<file path="config.mk">
export PLATFORM = sky130hd
export DESIGN_NAME = mem_port_arbiter_flat
export DESIGN_NICKNAME = d
export VERILOG_FILES = /design/src/rtl/mem_port_arbiter_if.sv /design/src/rtl/mem_port_arbiter.sv /design/src/flat_wrapper.sv
export SDC_FILE = /design/constraint.sdc
export NUM_CORES = 1
export LEC_CHECK = 0
export BUFFER_PORTS_ARGS = -buffer_cell sky130_fd_sc_hd__buf_4
export CORE_MARGIN = 10
export CORE_UTILIZATION = 47
export DETAILED_ROUTE_END_ITERATION = 12
export MAX_ROUTING_LAYER = met4
export PLACE_DENSITY = 0.86
export RECOVER_POWER = 50
export SETUP_SLACK_MARGIN = 0.3
export SYNTH_ARGS = -nofsm -noshare
export SYNTH_HDL_FRONTEND = slang
export SYNTH_SLANG_ARGS = --single-unit
export TNS_END_PERCENT = 20
</file>
<file path="constraint.sdc">
create_clock -name clk -period 2.4 [get_ports clk]
set_input_delay 0.12 -clock clk [delete_from_list [all_inputs] [get_ports clk]]
set_output_delay 0.12 -clock clk [all_outputs]
set_load 0.01 [all_outputs]
</file>
<file path="src/rtl/mem_port_arbiter_if.sv">
// Shared memory port bundle: fetch requester, load/store requester
// and the synchronous memory, as seen from the arbiter (slave side).
interface mem_port_arbiter_if #(
  parameter int ADDR_LEN = 16,
  parameter int DATA_W   = 16
);
  logic                fetch_req;
  logic [ADDR_LEN-1:0] fetch_addr;
  logic                fetch_ack;
  logic [DATA_W-1:0]   fetch_rdata;
  logic                ls_req;
  logic                ls_write;
  logic [ADDR_LEN-1:0] ls_addr;
  logic [DATA_W-1:0]   ls_wdata;
  logic                ls_ack;
  logic [DATA_W-1:0]   ls_rdata;
  logic [ADDR_LEN-1:0] mem_addr;
  logic                mem_enable;
  logic                mem_write;
  logic [DATA_W-1:0]   mem_wdata;
  logic [DATA_W-1:0]   mem_rdata;
  logic                busy;
  logic                grant_ls;

  modport slave (
    input  fetch_req, fetch_addr,
    input  ls_req, ls_write, ls_addr, ls_wdata,
    input  mem_rdata,
    output fetch_ack, fetch_rdata,
    output ls_ack, ls_rdata,
    output mem_addr, mem_enable, mem_write, mem_wdata,
    output busy, grant_ls
  );

  modport master (
    output fetch_req, fetch_addr,
    output ls_req, ls_write, ls_addr, ls_wdata,
    output mem_rdata,
    input  fetch_ack, fetch_rdata,
    input  ls_ack, ls_rdata,
    input  mem_addr, mem_enable, mem_write, mem_wdata,
    input  busy, grant_ls
  );
endinterface

</file>
<file path="src/rtl/mem_port_arbiter.sv">
// Round-robin arbiter sharing one synchronous memory port between
// instruction fetch and load/store; one access in flight, all outputs registered.
module mem_port_arbiter #(
  parameter int ADDR_LEN = 16,
  parameter int DATA_W   = 16,
  parameter int READ_LAT = 1
) (
  input  logic clk,
  input  logic rst,
  mem_port_arbiter_if.slave bus
);

  localparam int CW = (READ_LAT > 1) ? $clog2(READ_LAT) : 1;

  typedef enum logic [1:0] {
    IDLE,
    ACCESS,
    WAIT,
    DONE
  } state_t;

  state_t              state_q, state_d;
  logic [CW-1:0]       cnt_q, cnt_d;
  logic                last_ls_q, last_ls_d;
  logic                own_ls_q, own_ls_d;
  logic                wr_q, wr_d;
  logic                fack_q, fack_d;
  logic                lack_q, lack_d;
  logic [DATA_W-1:0]   frd_q, frd_d;
  logic [DATA_W-1:0]   lrd_q, lrd_d;
  logic [ADDR_LEN-1:0] maddr_q, maddr_d;
  logic                men_q, men_d;
  logic                mwr_q, mwr_d;
  logic [DATA_W-1:0]   mwd_q, mwd_d;
  logic                busy_q, busy_d;
  logic                pick_ls;

  always_comb begin
    state_d   = state_q;
    cnt_d     = cnt_q;
    last_ls_d = last_ls_q;
    own_ls_d  = own_ls_q;
    wr_d      = wr_q;
    frd_d     = frd_q;
    lrd_d     = lrd_q;
    fack_d    = 1'b0;
    lack_d    = 1'b0;
    maddr_d   = '0;
    men_d     = 1'b0;
    mwr_d     = 1'b0;
    mwd_d     = '0;
    pick_ls   = 1'b0;

    unique case (state_q)
      IDLE: begin
        if (bus.fetch_req || bus.ls_req) begin
          // On a tie, serve whoever did not own the previous access
          pick_ls   = bus.ls_req &&
                      (!bus.fetch_req || !last_ls_q);
          own_ls_d  = pick_ls;
          last_ls_d = pick_ls;
          wr_d      = pick_ls && bus.ls_write;
          state_d   = ACCESS;
          men_d     = 1'b1;
          mwr_d     = wr_d;
          maddr_d   = pick_ls ? bus.ls_addr : bus.fetch_addr;
          mwd_d     = pick_ls ? bus.ls_wdata : '0;
        end
      end
      ACCESS: begin
        if (wr_q) begin
          state_d = DONE;
          fack_d  = !own_ls_q;
          lack_d  = own_ls_q;
        end else begin
          state_d = WAIT;
          cnt_d   = CW'(READ_LAT - 1);
        end
      end
      WAIT: begin
        if (cnt_q == '0) begin
          state_d = DONE;
          fack_d  = !own_ls_q;
          lack_d  = own_ls_q;
          if (own_ls_q) lrd_d = bus.mem_rdata;
          else          frd_d = bus.mem_rdata;
        end else begin
          cnt_d = cnt_q - CW'(1);
        end
      end
      DONE: begin
        state_d = IDLE;
      end
      default: begin
        state_d = IDLE;
      end
    endcase

    busy_d = (state_d != IDLE);
  end

  always_ff @(posedge clk or posedge rst) begin
    if (rst) begin
      state_q   <= IDLE;
      cnt_q     <= '0;
      last_ls_q <= 1'b1;
      own_ls_q  <= 1'b0;
      wr_q      <= 1'b0;
      fack_q    <= 1'b0;
      lack_q    <= 1'b0;
      frd_q     <= '0;
      lrd_q     <= '0;
      maddr_q   <= '0;
      men_q     <= 1'b0;
      mwr_q     <= 1'b0;
      mwd_q     <= '0;
      busy_q    <= 1'b0;
    end else begin
      state_q   <= state_d;
      cnt_q     <= cnt_d;
      last_ls_q <= last_ls_d;
      own_ls_q  <= own_ls_d;
      wr_q      <= wr_d;
      fack_q    <= fack_d;
      lack_q    <= lack_d;
      frd_q     <= frd_d;
      lrd_q     <= lrd_d;
      maddr_q   <= maddr_d;
      men_q     <= men_d;
      mwr_q     <= mwr_d;
      mwd_q     <= mwd_d;
      busy_q    <= busy_d;
    end
  end

  assign bus.fetch_ack   = fack_q;
  assign bus.fetch_rdata = frd_q;
  assign bus.ls_ack      = lack_q;
  assign bus.ls_rdata    = lrd_q;
  assign bus.mem_addr    = maddr_q;
  assign bus.mem_enable  = men_q;
  assign bus.mem_write   = mwr_q;
  assign bus.mem_wdata   = mwd_q;
  assign bus.busy        = busy_q;
  assign bus.grant_ls    = own_ls_q;

endmodule

</file>
<file path="src/flat_wrapper.sv">
// flat-port wrapper written by rule: the top's interface ports become plain ports
module mem_port_arbiter_flat 
#(
  parameter int ADDR_LEN = 16,
  parameter int DATA_W   = 16,
  parameter int READ_LAT = 1
)
  (clk, rst, bus_fetch_req, bus_fetch_addr, bus_ls_req, bus_ls_write, bus_ls_addr, bus_ls_wdata, bus_mem_rdata, bus_fetch_ack, bus_fetch_rdata, bus_ls_ack, bus_ls_rdata, bus_mem_addr, bus_mem_enable, bus_mem_write, bus_mem_wdata, bus_busy, bus_grant_ls);
  mem_port_arbiter_if #(.ADDR_LEN(ADDR_LEN), .DATA_W(DATA_W)) bus_i ();
  input  logic clk;
  input  logic rst;
  input wire logic [$bits(bus_i.fetch_req)-1:0] bus_fetch_req;
  input wire logic [$bits(bus_i.fetch_addr)-1:0] bus_fetch_addr;
  input wire logic [$bits(bus_i.ls_req)-1:0] bus_ls_req;
  input wire logic [$bits(bus_i.ls_write)-1:0] bus_ls_write;
  input wire logic [$bits(bus_i.ls_addr)-1:0] bus_ls_addr;
  input wire logic [$bits(bus_i.ls_wdata)-1:0] bus_ls_wdata;
  input wire logic [$bits(bus_i.mem_rdata)-1:0] bus_mem_rdata;
  output wire logic [$bits(bus_i.fetch_ack)-1:0] bus_fetch_ack;
  output wire logic [$bits(bus_i.fetch_rdata)-1:0] bus_fetch_rdata;
  output wire logic [$bits(bus_i.ls_ack)-1:0] bus_ls_ack;
  output wire logic [$bits(bus_i.ls_rdata)-1:0] bus_ls_rdata;
  output wire logic [$bits(bus_i.mem_addr)-1:0] bus_mem_addr;
  output wire logic [$bits(bus_i.mem_enable)-1:0] bus_mem_enable;
  output wire logic [$bits(bus_i.mem_write)-1:0] bus_mem_write;
  output wire logic [$bits(bus_i.mem_wdata)-1:0] bus_mem_wdata;
  output wire logic [$bits(bus_i.busy)-1:0] bus_busy;
  output wire logic [$bits(bus_i.grant_ls)-1:0] bus_grant_ls;
  assign bus_i.fetch_req = bus_fetch_req;
  assign bus_i.fetch_addr = bus_fetch_addr;
  assign bus_i.ls_req = bus_ls_req;
  assign bus_i.ls_write = bus_ls_write;
  assign bus_i.ls_addr = bus_ls_addr;
  assign bus_i.ls_wdata = bus_ls_wdata;
  assign bus_i.mem_rdata = bus_mem_rdata;
  assign bus_fetch_ack = bus_i.fetch_ack;
  assign bus_fetch_rdata = bus_i.fetch_rdata;
  assign bus_ls_ack = bus_i.ls_ack;
  assign bus_ls_rdata = bus_i.ls_rdata;
  assign bus_mem_addr = bus_i.mem_addr;
  assign bus_mem_enable = bus_i.mem_enable;
  assign bus_mem_write = bus_i.mem_write;
  assign bus_mem_wdata = bus_i.mem_wdata;
  assign bus_busy = bus_i.busy;
  assign bus_grant_ls = bus_i.grant_ls;
  mem_port_arbiter #(.ADDR_LEN(ADDR_LEN), .DATA_W(DATA_W), .READ_LAT(READ_LAT)) u_core (.clk(clk), .rst(rst), .bus(bus_i));
endmodule
</file>
==> results of run 1 <==
## where the power goes
| group | leakage, uW | total, uW | internal (uW) | switching, uW |
|---|---|---|---|---|
| Combinational | 0.00104 | 2060 | 1090 | 972 |
| Sequential | 0.000934 | 1940 | 1710 | 235 |
| Clock | 0.0000924 | 869 | 431 | 438 |
| Total | 0.00207 | 4870 | 3230 | 1650 |
## kinds of logic (layout without fill, tap and decap cells)
kind of cell,Yosys count,in the layout
flip-flops,74,74
adder cells (fa/ha/maj),4,4
AO/OA/AOI/OAI,41,41
buffers and inverters,24,166
AND/OR/NAND/NOR,24,24
multiplexers,48,48
## worst paths after layout
check                                                         endpoint  slack [ps]  cells after the start
max in group asynchronous                 u_core.last_ls_q$_DFFE_PP1P_        1580                      4
worst min register to register     u_core.bus.ls_rdata[15]$_DFFE_PP0P_         510                      1
worst max register to register  u_core.bus.fetch_rdata[10]$_DFFE_PP0P_         790                      5
worst min-delay path            u_core.bus.fetch_rdata[14]$_DFFE_PP0P_          20                      2
worst max-delay path            u_core.bus.fetch_rdata[10]$_DFFE_PP0P_         790                      5
min in group asynchronous        u_core.bus.fetch_rdata[9]$_DFFE_PP0P_         480                      4
## per-layer routing
metal / up-vias / track usage / share of wire
met4: 0 / 0.0489 / 0.013
li1: 1058 / - / -
met5: - / - / 0
met3: 8 / 0.0809 / 0.14
met2: 115 / 0.249 / 0.45
met1: 1079 / 0.196 / 0.40
## repair_timing
item / CTS / global route
buffers inserted: 0 / 0
hold endpoints to repair: 74 / 0
hold buffers: 2 / 0
## flip-flops by register name, indices dropped and copies added, names as in the netlist
register,cells
u_core.bus.busy,1
u_core.bus.fetch_ack,1
u_core.bus.fetch_rdata,16
u_core.bus.grant_ls,1
u_core.bus.ls_ack,1
u_core.bus.ls_rdata,16
u_core.bus.mem_addr,16
u_core.bus.mem_enable,1
u_core.bus.mem_wdata,16
u_core.bus.mem_write,1
u_core.last_ls_q,1
u_core.state_q,2
u_core.wr_q,1
## cells in the final DEF, fill, tap and decap left out
master and n:
inv_1 4, clkinvlp_4 1, o21bai_1 1, nand2_2 1, clkbuf_8 11, clkinv_4 1, dfrtp_1 73, a21oi_1 2
buf_12 1, buf_4 108, nor4b_1 1, mux2_4 10, and3_1 17, nor2b_2 1, o211ai_1 32, nor2_1 2
mux2i_1 16, clkbuf_4 1, clkinv_2 2, nand2_1 1, a21boi_4 1, a22o_1 2, ha_1 4, dfstp_2 1
dlygate4sd3_1 2, clkbuf_1 35, o21ai_0 1, a32o_1 1, nor3b_1 1, mux2_2 22, a211oi_1 1
## cell type report
cell class                      instances  area, um2
Multi-Input combinational cell        117       1070
Inverter                                4       15.0
Sequential cell                        74       1850
Fill cell                             476       2140
Clock inverter                          4       26.3
Tap cell                               77       96.3
Timing Repair Buffer                  146        986
Clock buffer                           12        155
## through the flow
step,worst slack (ps),utilization
floorplan,400,-
global placement,838,0.651
detailed placement,791,0.651
CTS,774,0.682
global route,659,0.662
finish,789,0.662
## worst max-delay path, stage by stage, from the launching register on
cell,delay (ps)
dfrtp_1,400
inv_1,110
ha_1,200
nor2b_2,140
buf_4,280
mux2_2,380
==> impl_table.tex, run 1 <==
\begin{tabular}{lr}
\hline
Metric & Value \\
\hline
\multicolumn{2}{l}{\textbf{Status}} \\
Outcome & finished clean \\
\multicolumn{2}{l}{\textbf{Drt}} \\
Final ANT Viol Nets & 0 \\
Routed length per placed instance & 18.8 um \\
Per-cell via count in the routed design & 5.21 \\
Total wirelength of the detailed-routed design & between 8 and 9 mm \\
Number of iterations in the first detailed-routing pass & 4 \\
DRC viols & 0 \\
Count of routing violations after the opening detailed-route iteration & 44 \\
Vias after detailed routing & $\sim$2.3k \\
\multicolumn{2}{l}{\textbf{Synthesis}} \\
Parity-gate share of the synthesized area counting xor and xnor cells & 0 \\
Share of the yosys chip area belonging to registers & 0.604 \\
Syn Nets & $\sim$290 \\
Number of warnings reported in the yosys synthesis log & 0 \\
Largest area contributor in the netlist & dfrtp\_1 \\
Synth Instances & 215 \\
Adder-Cell Fraction of Synth Area & 0.0163 \\
Post-synthesis register bit count & 74 \\
Area contributors post-synth & dfrtp\_1, mux2\_2, o211ai\_1 \\
Multiplexer share of the synthesized area & 0.182 \\
Post-synth ARST share & 1.00 \\
Most instantiated library cell after synthesis & dfrtp\_1 \\
Cell types with the highest counts after synthesis & dfrtp\_1, o211ai\_1, mux2\_2, and3\_1, mux2i\_1 \\
Combinational family with the most area after synthesis & multiplexers \\
Post-synthesis cell type count & 25 \\
Yosys top cell area share & 0.596 \\
Area fraction in and, or, nand and nor cells after synthesis & 0.0477 \\
Predominant post-synthesis flop cell & dfrtp\_1 \\
Syn Area/Cell & 14.3 um2 \\
Number of enable flip-flop cells after synthesis & 0 \\
Synth Area in Compound Gates & 0.103 \\
Total standard cell area after synthesis & 0.00307 mm2 \\
\multicolumn{2}{l}{\textbf{Layout}} \\
Nets & 425 \\
Diodes inserted & 0 \\
Final std cells w/o fill & 434 \\
Fraction of final layout cells sized beyond drive strength 1 & 0.451 \\
Fin area & 0.00421 mm2 \\
Relative area change from synthesis to final layout & 37.1\% \\
\multicolumn{2}{l}{\textbf{Run}} \\
Number of max-cap violations & 0 \\
\multicolumn{2}{l}{\textbf{STA}} \\
Final hold slack & 22.0 ps \\
Portion of the clock cycle consumed by the worst path in the final layout & 0.671 \\
Unrepaired setup endpoints after global routing & false \\
Max Clock Freq & 621 MHz \\
Final Hold Vio Count & 0 \\
Total setup violations reported at the end of the flow & 0 \\
Worst-Margin Slew & 402 ps \\
Skew final & 9.17 ps \\
Shortest period the worst path allows & between 1500 and 2000 ps \\
Final slew viol count & 0 \\
Setup\_tns & 0 ps \\
Slew HR & 0.729 \\
\multicolumn{2}{l}{\textbf{Setup path}} \\
Category of the critical setup timing path & flip-flop to flip-flop \\
WP data arrival & approximately 1800 ps \\
Critical Path Start Type & flip-flop \\
Category of the worst setup path capture point & flip-flop \\
Source of the worst register-to-register timing path & u\_core.state\_q[0]\$\_DFF\_PP0\_ \\
Crit-path max FO & 16 \\
Required time of the worst setup path & approximately 2600 ps \\
Critical path launch point & u\_core.state\_q[0]\$\_DFF\_PP0\_ \\
\multicolumn{2}{l}{\textbf{Pwr}} \\
Power per unit of standard cell area & roughly 1200 mW/mm2 \\
Tot Pwr & 4870 uW \\
Peak supply drop & just over 0.8 mV \\
Total leakage power & 0.00207 uW \\
\multicolumn{2}{l}{\textbf{Clock tree}} \\
Worst skew pair latency & 330 ps \\
Clock buffer depth & 2 \\
Number of H-tree branching levels & 3 \\
Number of gates resized after cts & 0 \\
Library cell used as clock root buffer & clkbuf\_8 \\
Clock buffers created by TritonCTS & 9 \\
CTS clock-pin slew for the worst setup and hold paths & 80 ps \\
Clock tree from TritonCTS & built \\
Sinks on the clock net & 74 \\
\multicolumn{2}{l}{\textbf{GRT}} \\
Via count of the first global-routing pass & 2542 \\
Global-route wire length before repair & 13.0 mm \\
Pin count of the biggest net entering global routing & 75 \\
Global router's overall resource usage & 0.167 \\
Gr ovfl total & 0 \\
Initial antenna violation count & 0 \\
\multicolumn{2}{l}{\textbf{Placement}} \\
Cells after DPL & 416 \\
Quantity of I/O buffers inserted on ports & 138 \\
Final weighted congestion of routability-driven global placement & 0.745 \\
Final HPWL DP & around 6.3 mm \\
Cell Area, Placed & 0.00413 mm2 \\
\multicolumn{2}{l}{\textbf{Floorplan}} \\
DIE WIDTH & 101 um \\
Die footprint & 0.0102 mm2 \\
Std-Cell Core Area & $\sim$0.0063 mm2 \\
Initial standard-cell utilization of the core & 0.483 \\
Die Height & 101 um \\
Number of core rows & 29 \\
Ports placed on the boundary & about 140 \\
\multicolumn{2}{l}{\textbf{Min path}} \\
Worst hold start & bus\_mem\_rdata[14] \\
Class of the tightest hold or removal check & input pin to flip-flop \\
\hline
\end{tabular}
(Power assumes the default switching activity.)
==> inputs of run 2 (changes only) <==
ABC_AREA = 1   (was not set)
CORE_UTILIZATION = 46   (was 47)
PLACE_DENSITY = 0.85   (was 0.86)
clock period = 1.5 ns   (was 2.4 ns; I/O delays follow)
==> run 2 against run 1 <==
Clock skew is 3.4 ps lower. Hold slack worse by 9.6 ps. Highest routed layer unchanged. Critical endpoint is now u_core.bus.ls_rdata[8]$_DFFE_PP0P_. Power is 59% higher. Synthesized area decreased by 3.4%. Global-route usage up 0.84 points. Critical path depth rose by 1. Clock-buffer cell count down 2. Synthesized cell count up 47%. Cell count is 33% higher. Design area up 9.9%. Critical path type unchanged.
==> impl_table.tex, run 2 <==
\begin{tabular}{lr}
\hline
Metric & Value \\
\hline
\multicolumn{2}{l}{\textbf{Status}} \\
Outcome & finished clean \\
\multicolumn{2}{l}{\textbf{Drt}} \\
DRC viols & 0 (unchanged) \\
Total wirelength of the detailed-routed design & 9.15 mm (+12\%) \\
Vias after detailed routing & 2796 (+24\%) \\
Routed length per placed instance & 15.8 um (-16\%) \\
Per-cell via count in the routed design & 4.83 (-7.3\%) \\
Count of routing violations after the opening detailed-route iteration & 118 (+170\%) \\
Final ANT Viol Nets & 0 (unchanged) \\
Number of iterations in the first detailed-routing pass & 5 (+1) \\
\multicolumn{2}{l}{\textbf{Synthesis}} \\
Post-synthesis cell type count & 18 (-28\%) \\
Post-synth ARST share & 1.00 (unchanged) \\
Syn Nets & 390 (+35\%) \\
Post-synthesis register bit count & 74 (unchanged) \\
Number of enable flip-flop cells after synthesis & 0 (unchanged) \\
Largest area contributor in the netlist & dfrtp\_1 \\
Number of warnings reported in the yosys synthesis log & 0 (unchanged) \\
Cell types with the highest counts after synthesis & dfrtp\_1, nand2\_1, inv\_1, o21ai\_0, nor2\_1 \\
Share of the yosys chip area belonging to registers & 0.626 (+0.0214) \\
Synth Instances & 317 (+47\%) \\
Yosys top cell area share & 0.617 (+0.0211) \\
Most instantiated library cell after synthesis & dfrtp\_1 \\
Syn Area/Cell & 9.34 um2 (-35\%) \\
Area contributors post-synth & dfrtp\_1, nand2\_1, inv\_1 \\
Total standard cell area after synthesis & 0.00296 mm2 (-3.4\%) \\
Predominant post-synthesis flop cell & dfrtp\_1 \\
\multicolumn{2}{l}{\textbf{Placement}} \\
Quantity of I/O buffers inserted on ports & 138 (unchanged) \\
Final weighted congestion of routability-driven global placement & 0.848 (+14\%) \\
Final HPWL DP & 6.15 mm (-2.0\%) \\
Worst slack after detailed placement & 56.7 ps (-734 ps) \\
Cells after DPL & 523 (+26\%) \\
\multicolumn{2}{l}{\textbf{Layout}} \\
Leading cell types in the layout, fill and taps excluded & buf\_4, dfrtp\_1, nand2\_1, inv\_1, clkbuf\_1 \\
Util after Layout & 0.732 (+0.0698) \\
Number of fill cells in the layout & 469 (-1.5\%) \\
Final std cells w/o fill & 579 (+33\%) \\
Relative area change from synthesis to final layout & 56.1\% \\
Nets & 569 (+34\%) \\
Fraction of final layout cells sized beyond drive strength 1 & 0.293 (-0.158) \\
Most frequent standard cell in the layout excluding fill and tap cells & buf\_4 \\
\multicolumn{2}{l}{\textbf{STA}} \\
Max Clock Freq & 790 MHz (+27\%) \\
Setup\_tns & 0 ps (unchanged) \\
Portion of the clock cycle consumed by the worst path in the final layout & 0.844 (+0.173) \\
Final hold slack & 12.4 ps (-9.60 ps) \\
Skew final & 5.76 ps (-3.41 ps) \\
Shortest period the worst path allows & 1270 ps (-345 ps) \\
Total setup violations reported at the end of the flow & 0 (unchanged) \\
Slew HR & 0.563 (-0.166) \\
Unrepaired setup endpoints after global routing & true \\
Worst Setup Slack, final & 234 ps (-555 ps) \\
Final Hold Vio Count & 0 (unchanged) \\
Worst-Margin Slew & 652 ps (+250 ps) \\
Final slew viol count & 0 (unchanged) \\
\multicolumn{2}{l}{\textbf{Floorplan}} \\
Die footprint & 0.0100 mm2 (-1.1\%) \\
Ports placed on the boundary & 139 (unchanged) \\
Number of core rows & 29 (unchanged) \\
DIE WIDTH & 100 um (-0.53\%) \\
Std-Cell Core Area & 0.00631 mm2 (-0.57\%) \\
Initial standard-cell utilization of the core & 0.469 (-0.0139) \\
Die Height & 100 um (-0.53\%) \\
\multicolumn{2}{l}{\textbf{Setup path}} \\
Kind of cell adding the most delay to the critical path & flip-flops \\
Category of the critical setup timing path & flip-flop to flip-flop \\
Largest stage delay, worst path & 380 ps (-20 ps) \\
Crit-path max FO & 17 (+1) \\
Slowest cell on the critical path & dfrtp\_1 \\
Critical Path Start Type & flip-flop \\
WP data arrival & 1470 ps (-360 ps) \\
Ordered cell list for the critical path & inv\_1, ha\_1, nand2\_2, buf\_12, nand2\_1, o21ai\_0 \\
R2r worst-path depth & 6 (+1) \\
Category of the worst setup path capture point & flip-flop \\
Required time of the worst setup path & 1700 ps (-920 ps) \\
Worst-case register-to-register setup slack & 230 ps (-550 ps) \\
Source of the worst register-to-register timing path & u\_core.state\_q[0]\$\_DFF\_PP0\_ \\
Critical path launch point & u\_core.state\_q[0]\$\_DFF\_PP0\_ \\
Buffers \& Inverters on Critical Path & 2 (unchanged) \\
End of the worst register-to-register path & u\_core.bus.ls\_rdata[8]\$\_DFFE\_PP0P\_ \\
\multicolumn{2}{l}{\textbf{Clock tree}} \\
Sinks on the clock net & 74 (unchanged) \\
Clock tree from TritonCTS & built \\
Number of H-tree branching levels & 3 (unchanged) \\
Clock buffer depth & 2 (unchanged) \\
Library cell used as clock root buffer & clkbuf\_8 \\
CTS clock-pin slew for the worst setup and hold paths & 80 ps (about the same) \\
Worst skew pair latency & 330 ps (about the same) \\
Clock buffers created by TritonCTS & 9 (unchanged) \\
\multicolumn{2}{l}{\textbf{GRT}} \\
Gr ovfl total & 0 (unchanged) \\
Initial antenna violation count & 1 (+1) \\
Global router's overall resource usage & 0.176 (+0.00836) \\
Via count of the first global-routing pass & 2838 (+12\%) \\
Pin count of the biggest net entering global routing & 46 (-39\%) \\
Global-route wire length before repair & 13.8 mm (+6.2\%) \\
\multicolumn{2}{l}{\textbf{Min path}} \\
Class of the tightest hold or removal check & input pin to flip-flop \\
Worst hold start & bus\_mem\_rdata[10] \\
Hold endpoint & u\_core.bus.ls\_rdata[10]\$\_DFFE\_PP0P\_ \\
WHS Path Cells & 3 (+1) \\
\multicolumn{2}{l}{\textbf{Pwr}} \\
Total leakage power & 0.00250 uW (+21\%) \\
Peak supply drop & 1.27 mV (+53\%) \\
Power per unit of standard cell area & 1680 mW/mm2 (+45\%) \\
\multicolumn{2}{l}{\textbf{Run}} \\
Number of max-cap violations & 0 (unchanged) \\
\hline
\end{tabular}
==> run 2: cell types whose count changed after synthesis, moves of 22 or more <==
cell      previous run  this run
inv_1                4        56
o211ai_1            32         0
mux2_2              22         0
nor2_1               2        32
nand2_1              1        60
o21ai_0              1        33
==> run 2: layout make-up <==
type | count | area [um2] | area share
multi-input combinational | 172 | 862 | 0.187
clock inverter | 6 | 33.8 | 0.00731
clock buffer | 10 | 128 | 0.0276
inverter | 57 | 215 | 0.0466
sequential | 74 | 1850 | 0.401
timing repair buffer | 182 | 1430 | 0.310
tap | 77 | 96.3 | 0.0208
antenna | 1 | 2.50 | 0.000541
==> run 2: how the worst max path moves through the flow <==
| stage | end | slack [ps] | cells after the start |
|---|---|---|---|
| 2_1_floorplan | u_core.bus.mem_addr[10]$_DFF_PP0_ | 230 | 7 |
| 3_3_place_gp | u_core.bus.mem_wdata[13]$_DFF_PP0_ | 170 | 5 |
| 3_5_place_dp | u_core.bus.mem_wdata[12]$_DFF_PP0_ | 60 | 5 |
| 4_1_cts | u_core.bus.ls_rdata[15]$_DFFE_PP0P_ | 290 | 6 |
| 5_1_grt | u_core.bus.ls_rdata[8]$_DFFE_PP0P_ | 110 | 5 |
| 6_report | u_core.bus.ls_rdata[8]$_DFFE_PP0P_ | 230 | 6 |
==> run 2: cell families (layout without fill, tap and decap cells) <==
kind of cell / Yosys count / after routing / share of synthesized area
compound gates: 51 / 51 / 0.0862
buf+inv: 72 / 255 / 0.107
other cells: 0 / 1 / 0
simple gates: 116 / 117 / 0.164
flops: 74 / 74 / 0.626
fa+ha+maj: 4 / 4 / 0.0169
==> run 2: per-layer routing <==
| layer | track usage | part of all wire |
|---|---|---|
| met5 | - | 0 |
| met4 | 0.0598 | 0.010 |
| met3 | 0.0618 | 0.091 |
| met2 | 0.290 | 0.51 |
| met1 | 0.193 | 0.39 |
==> run 2: timing repair <==
item | in CTS | in global routing
pin swaps | 2 | 1
resized for setup | 9 | 20
cloned | 1 | 2
hold endpoints to repair | 43 | 1
hold buffers | 33 | 1
setup buffers | 2 | 0
setup endpoints to repair | 69 | 70
==> run 2: power breakdown <==
group,internal (uW),switching [uW]
clock network,589,695
logic,1560,1820
registers,2720,369
total,4870,2880
==> run 2: per-stage QoR <==
stage	power (uW)	instance area, um2
finish	7750	4620
CTS	7750	4640
global placement	6070	4060
global route	8310	4620
floorplan	4620	2970
detailed placement	6200	4060
==> run 2: tightest hold or removal path, cell delays in order <==
cell and delay [ps]:
buf_4 110, inv_1 50, o21ai_0 70
==> inputs of run 3 (changes only) <==
CORE_UTILIZATION = 42   (was 46)
PLACE_DENSITY = 0.82   (was 0.85)
clock period = 1.1 ns   (was 1.5 ns; I/O delays follow)
==> run 3 against run 2 <==
The flow now finishes with violations (negative hold slack, negative setup slack). Wire length up 25%. Clock-buffer cell count up 1. Critical path depth is 1 higher. Non-clock buffer count increased by 20. Cell count is 6.6% higher. Critical endpoint is now u_core.bus.fetch_rdata[12]$_DFFE_PP0P_.
==> impl_table.tex, run 3 (same netlist as run 2, synthesis figures left out) <==
\begin{tabular}{lr}
\hline
Metric & Value \\
\hline
\multicolumn{2}{l}{\textbf{Status}} \\
Outcome & finished with violations \\
Violated checks & negative hold slack, negative setup slack \\
\multicolumn{2}{l}{\textbf{Clock tree}} \\
Clock tree from TritonCTS & built \\
Clock buffer depth & 2 (unchanged) \\
Worst skew pair latency & 330 ps (about the same) \\
Sinks on the clock net & 74 (unchanged) \\
Number of H-tree branching levels & 3 (unchanged) \\
Library cell used as clock root buffer & clkbuf\_8 \\
Clock buffers created by TritonCTS & 9 (unchanged) \\
CTS clock-pin slew for the worst setup and hold paths & 80 ps (about the same) \\
\multicolumn{2}{l}{\textbf{Layout}} \\
Number of fill cells in the layout & 414 (-12\%) \\
Nets & 588 (+3.3\%) \\
Leading cell types in the layout, fill and taps excluded & buf\_4, dfrtp\_1, inv\_1, dlygate4sd3\_1, buf\_6 \\
Relative area change from synthesis to final layout & 80.4\% \\
Most frequent standard cell in the layout excluding fill and tap cells & buf\_4 \\
Final std cells w/o fill & 617 (+6.6\%) \\
Fraction of final layout cells sized beyond drive strength 1 & 0.444 (+0.151) \\
\multicolumn{2}{l}{\textbf{Setup path}} \\
Buffers \& Inverters on Critical Path & 3 (+1) \\
Critical Path Start Type & flip-flop \\
Ordered cell list for the critical path & inv\_4, buf\_12, ha\_4, nand2\_8, clkbuf\_16, nand2\_1, o21ai\_1 \\
Category of the critical setup timing path & flip-flop to flip-flop \\
Kind of cell adding the most delay to the critical path & flip-flops \\
Slowest cell on the critical path & dfrtp\_1 \\
Category of the worst setup path capture point & flip-flop \\
Source of the worst register-to-register timing path & u\_core.state\_q[0]\$\_DFF\_PP0\_ \\
Logic depth of the worst path, buffers included & 7 (+1) \\
Largest stage delay, worst path & 410 ps (+30 ps) \\
Required time of the worst setup path & 1320 ps (-380 ps) \\
R2r worst-path depth & 7 (+1) \\
Worst-case register-to-register setup slack & -200 ps (-440 ps) \\
Crit-path max FO & 8 (-9) \\
End of the worst register-to-register path & u\_core.bus.fetch\_rdata[12]\$\_DFFE\_PP0P\_ \\
WP data arrival & 1530 ps (+60 ps) \\
\multicolumn{2}{l}{\textbf{STA}} \\
Worst Setup Slack, final & -204 ps (-438 ps) \\
Max Clock Freq & 767 MHz (-2.9\%) \\
Final slew viol count & 0 (unchanged) \\
Worst-Margin Slew & 753 ps (+101 ps) \\
Slew HR & 0.495 (-0.0676) \\
Unrepaired setup endpoints after global routing & true \\
Skew final & 8.27 ps (+2.51 ps) \\
Final Hold Vio Count & 12 (+12) \\
Shortest period the worst path allows & 1300 ps (+37.8 ps) \\
Total setup violations reported at the end of the flow & 71 (+71) \\
Final hold slack & -192 ps (-205 ps) \\
Setup\_tns & -7310 ps (-7310 ps) \\
Portion of the clock cycle consumed by the worst path in the final layout & 1.19 (+0.341) \\
\multicolumn{2}{l}{\textbf{GRT}} \\
Via count of the first global-routing pass & 2981 (+5.0\%) \\
Gr ovfl total & 0 (unchanged) \\
Initial antenna violation count & 1 (unchanged) \\
Global router's overall resource usage & 0.171 (-0.00488) \\
Pin count of the biggest net entering global routing & 34 (-26\%) \\
Global-route wire length before repair & 14.9 mm (+7.6\%) \\
\multicolumn{2}{l}{\textbf{Floorplan}} \\
DIE WIDTH & 104 um (+3.7\%) \\
Ports placed on the boundary & 139 (unchanged) \\
Die footprint & 0.0108 mm2 (+7.6\%) \\
Initial standard-cell utilization of the core & 0.434 (-0.0356) \\
Std-Cell Core Area & 0.00683 mm2 (+8.2\%) \\
Die Height & 104 um (+3.7\%) \\
Number of core rows & 30 (+3.4\%) \\
\multicolumn{2}{l}{\textbf{Placement}} \\
Final weighted congestion of routability-driven global placement & 0.772 (-8.9\%) \\
Quantity of I/O buffers inserted on ports & 138 (unchanged) \\
Final HPWL DP & 6.28 mm (+2.1\%) \\
Cells after DPL & 546 (+4.4\%) \\
\multicolumn{2}{l}{\textbf{Pwr}} \\
Peak supply drop & 0.977 mV (-23\%) \\
Power per unit of standard cell area & 2410 mW/mm2 (+43\%) \\
Total leakage power & 0.00282 uW (+13\%) \\
\multicolumn{2}{l}{\textbf{Min path}} \\
Class of the tightest hold or removal check & input pin to async pin \\
\multicolumn{2}{l}{\textbf{Run}} \\
Number of max-cap violations & 0 (unchanged) \\
\multicolumn{2}{l}{\textbf{Drt}} \\
Total wirelength of the detailed-routed design & 11.4 mm (+25\%) \\
Final ANT Viol Nets & 0 (unchanged) \\
Routed length per placed instance & 18.5 um (+17\%) \\
Per-cell via count in the routed design & 4.89 (+1.2\%) \\
DRC viols & 0 (unchanged) \\
Number of iterations in the first detailed-routing pass & 4 (-1) \\
Vias after detailed routing & 3016 (+7.9\%) \\
Count of routing violations after the opening detailed-route iteration & 141 (+19\%) \\
\hline
\end{tabular}
-- run 3: cell count changes in the layout (fill, tap and decap cells not counted), moves of 11 or more --
cell | before | now
o21ai_2 | 2 | 17
nand2_1 | 58 | 37
clkbuf_1 | 35 | 4
buf_6 | 0 | 39
o21ai_0 | 26 | 3
nand2_4 | 0 | 11
-- run 3: repair_timing --
item,4_1_cts,5_1_grt
cloned,0,7
pin swaps,2,2
setup endpoints to repair,144,144
hold buffers,42,1
endpoints found under the hold margin,57,13
gates resized for setup,42,94
buffers inserted,2,2
-- run 3: how the worst max path moves through the flow --
stage	slack (ps)	start	end
2_1_floorplan	-30	u_core.state_q[1]$_DFF_PP0_	u_core.bus.mem_addr[10]$_DFF_PP0_
3_3_place_gp	-50	u_core.state_q[1]$_DFF_PP0_	u_core.bus.mem_addr[12]$_DFF_PP0_
3_5_place_dp	-120	u_core.state_q[0]$_DFF_PP0_	u_core.bus.mem_addr[6]$_DFF_PP0_
4_1_cts	-120	u_core.state_q[0]$_DFF_PP0_	u_core.bus.fetch_rdata[3]$_DFFE_PP0P_
5_1_grt	-250	u_core.state_q[0]$_DFF_PP0_	u_core.bus.fetch_rdata[6]$_DFFE_PP0P_
6_report	-200	u_core.state_q[0]$_DFF_PP0_	u_core.bus.fetch_rdata[12]$_DFFE_PP0P_
-- run 3: layout make-up --
| type | count | area (um2) | share of cell area |
|---|---|---|---|
| Antenna cell | 1 | 2.50 | 0.000468 |
| Clock buffer | 11 | 131 | 0.0246 |
| Clock inverter | 5 | 31.3 | 0.00586 |
| Inverter | 57 | 220 | 0.0412 |
| Multi-Input combinational cell | 171 | 1050 | 0.196 |
| Sequential cell | 74 | 1860 | 0.347 |
| Tap cell | 96 | 120 | 0.0225 |
| Timing Repair Buffer | 202 | 1930 | 0.362 |
-- run 3: metal layers --
metal,track usage,up-vias,share of wire
li1,-,1366,-
met1,0.187,1479,0.37
met2,0.296,151,0.55
met3,0.0545,20,0.061
met4,0.0378,0,0.018
met5,-,-,0
-- run 3: power breakdown --
group / switching (uW) / leakage, uW / internal, uW
sequential: 841 / 0.000951 / 3730
combinational: 3180 / 0.00179 / 3310
clock: 983 / 0.0000831 / 813
total: 5000 / 0.00282 / 7850
-- run 3: stage by stage --
| step | worst slack [ps] | hold WS [ps] | utilization | total power (uW) | instance area (um2) |
|---|---|---|---|---|---|
| global placement | -54.5 | 75.5 | 0.616 | 8520 | 4210 |
| floorplan | -33.3 | 161 | - | 6380 | 2990 |
| CTS | -118 | -288 | 0.725 | 11000 | 4950 |
| finish | -204 | -192 | 0.782 | 12900 | 5340 |
| detailed placement | -120 | 77.3 | 0.616 | 8720 | 4210 |
| global route | -255 | -166 | 0.782 | 13500 | 5340 |
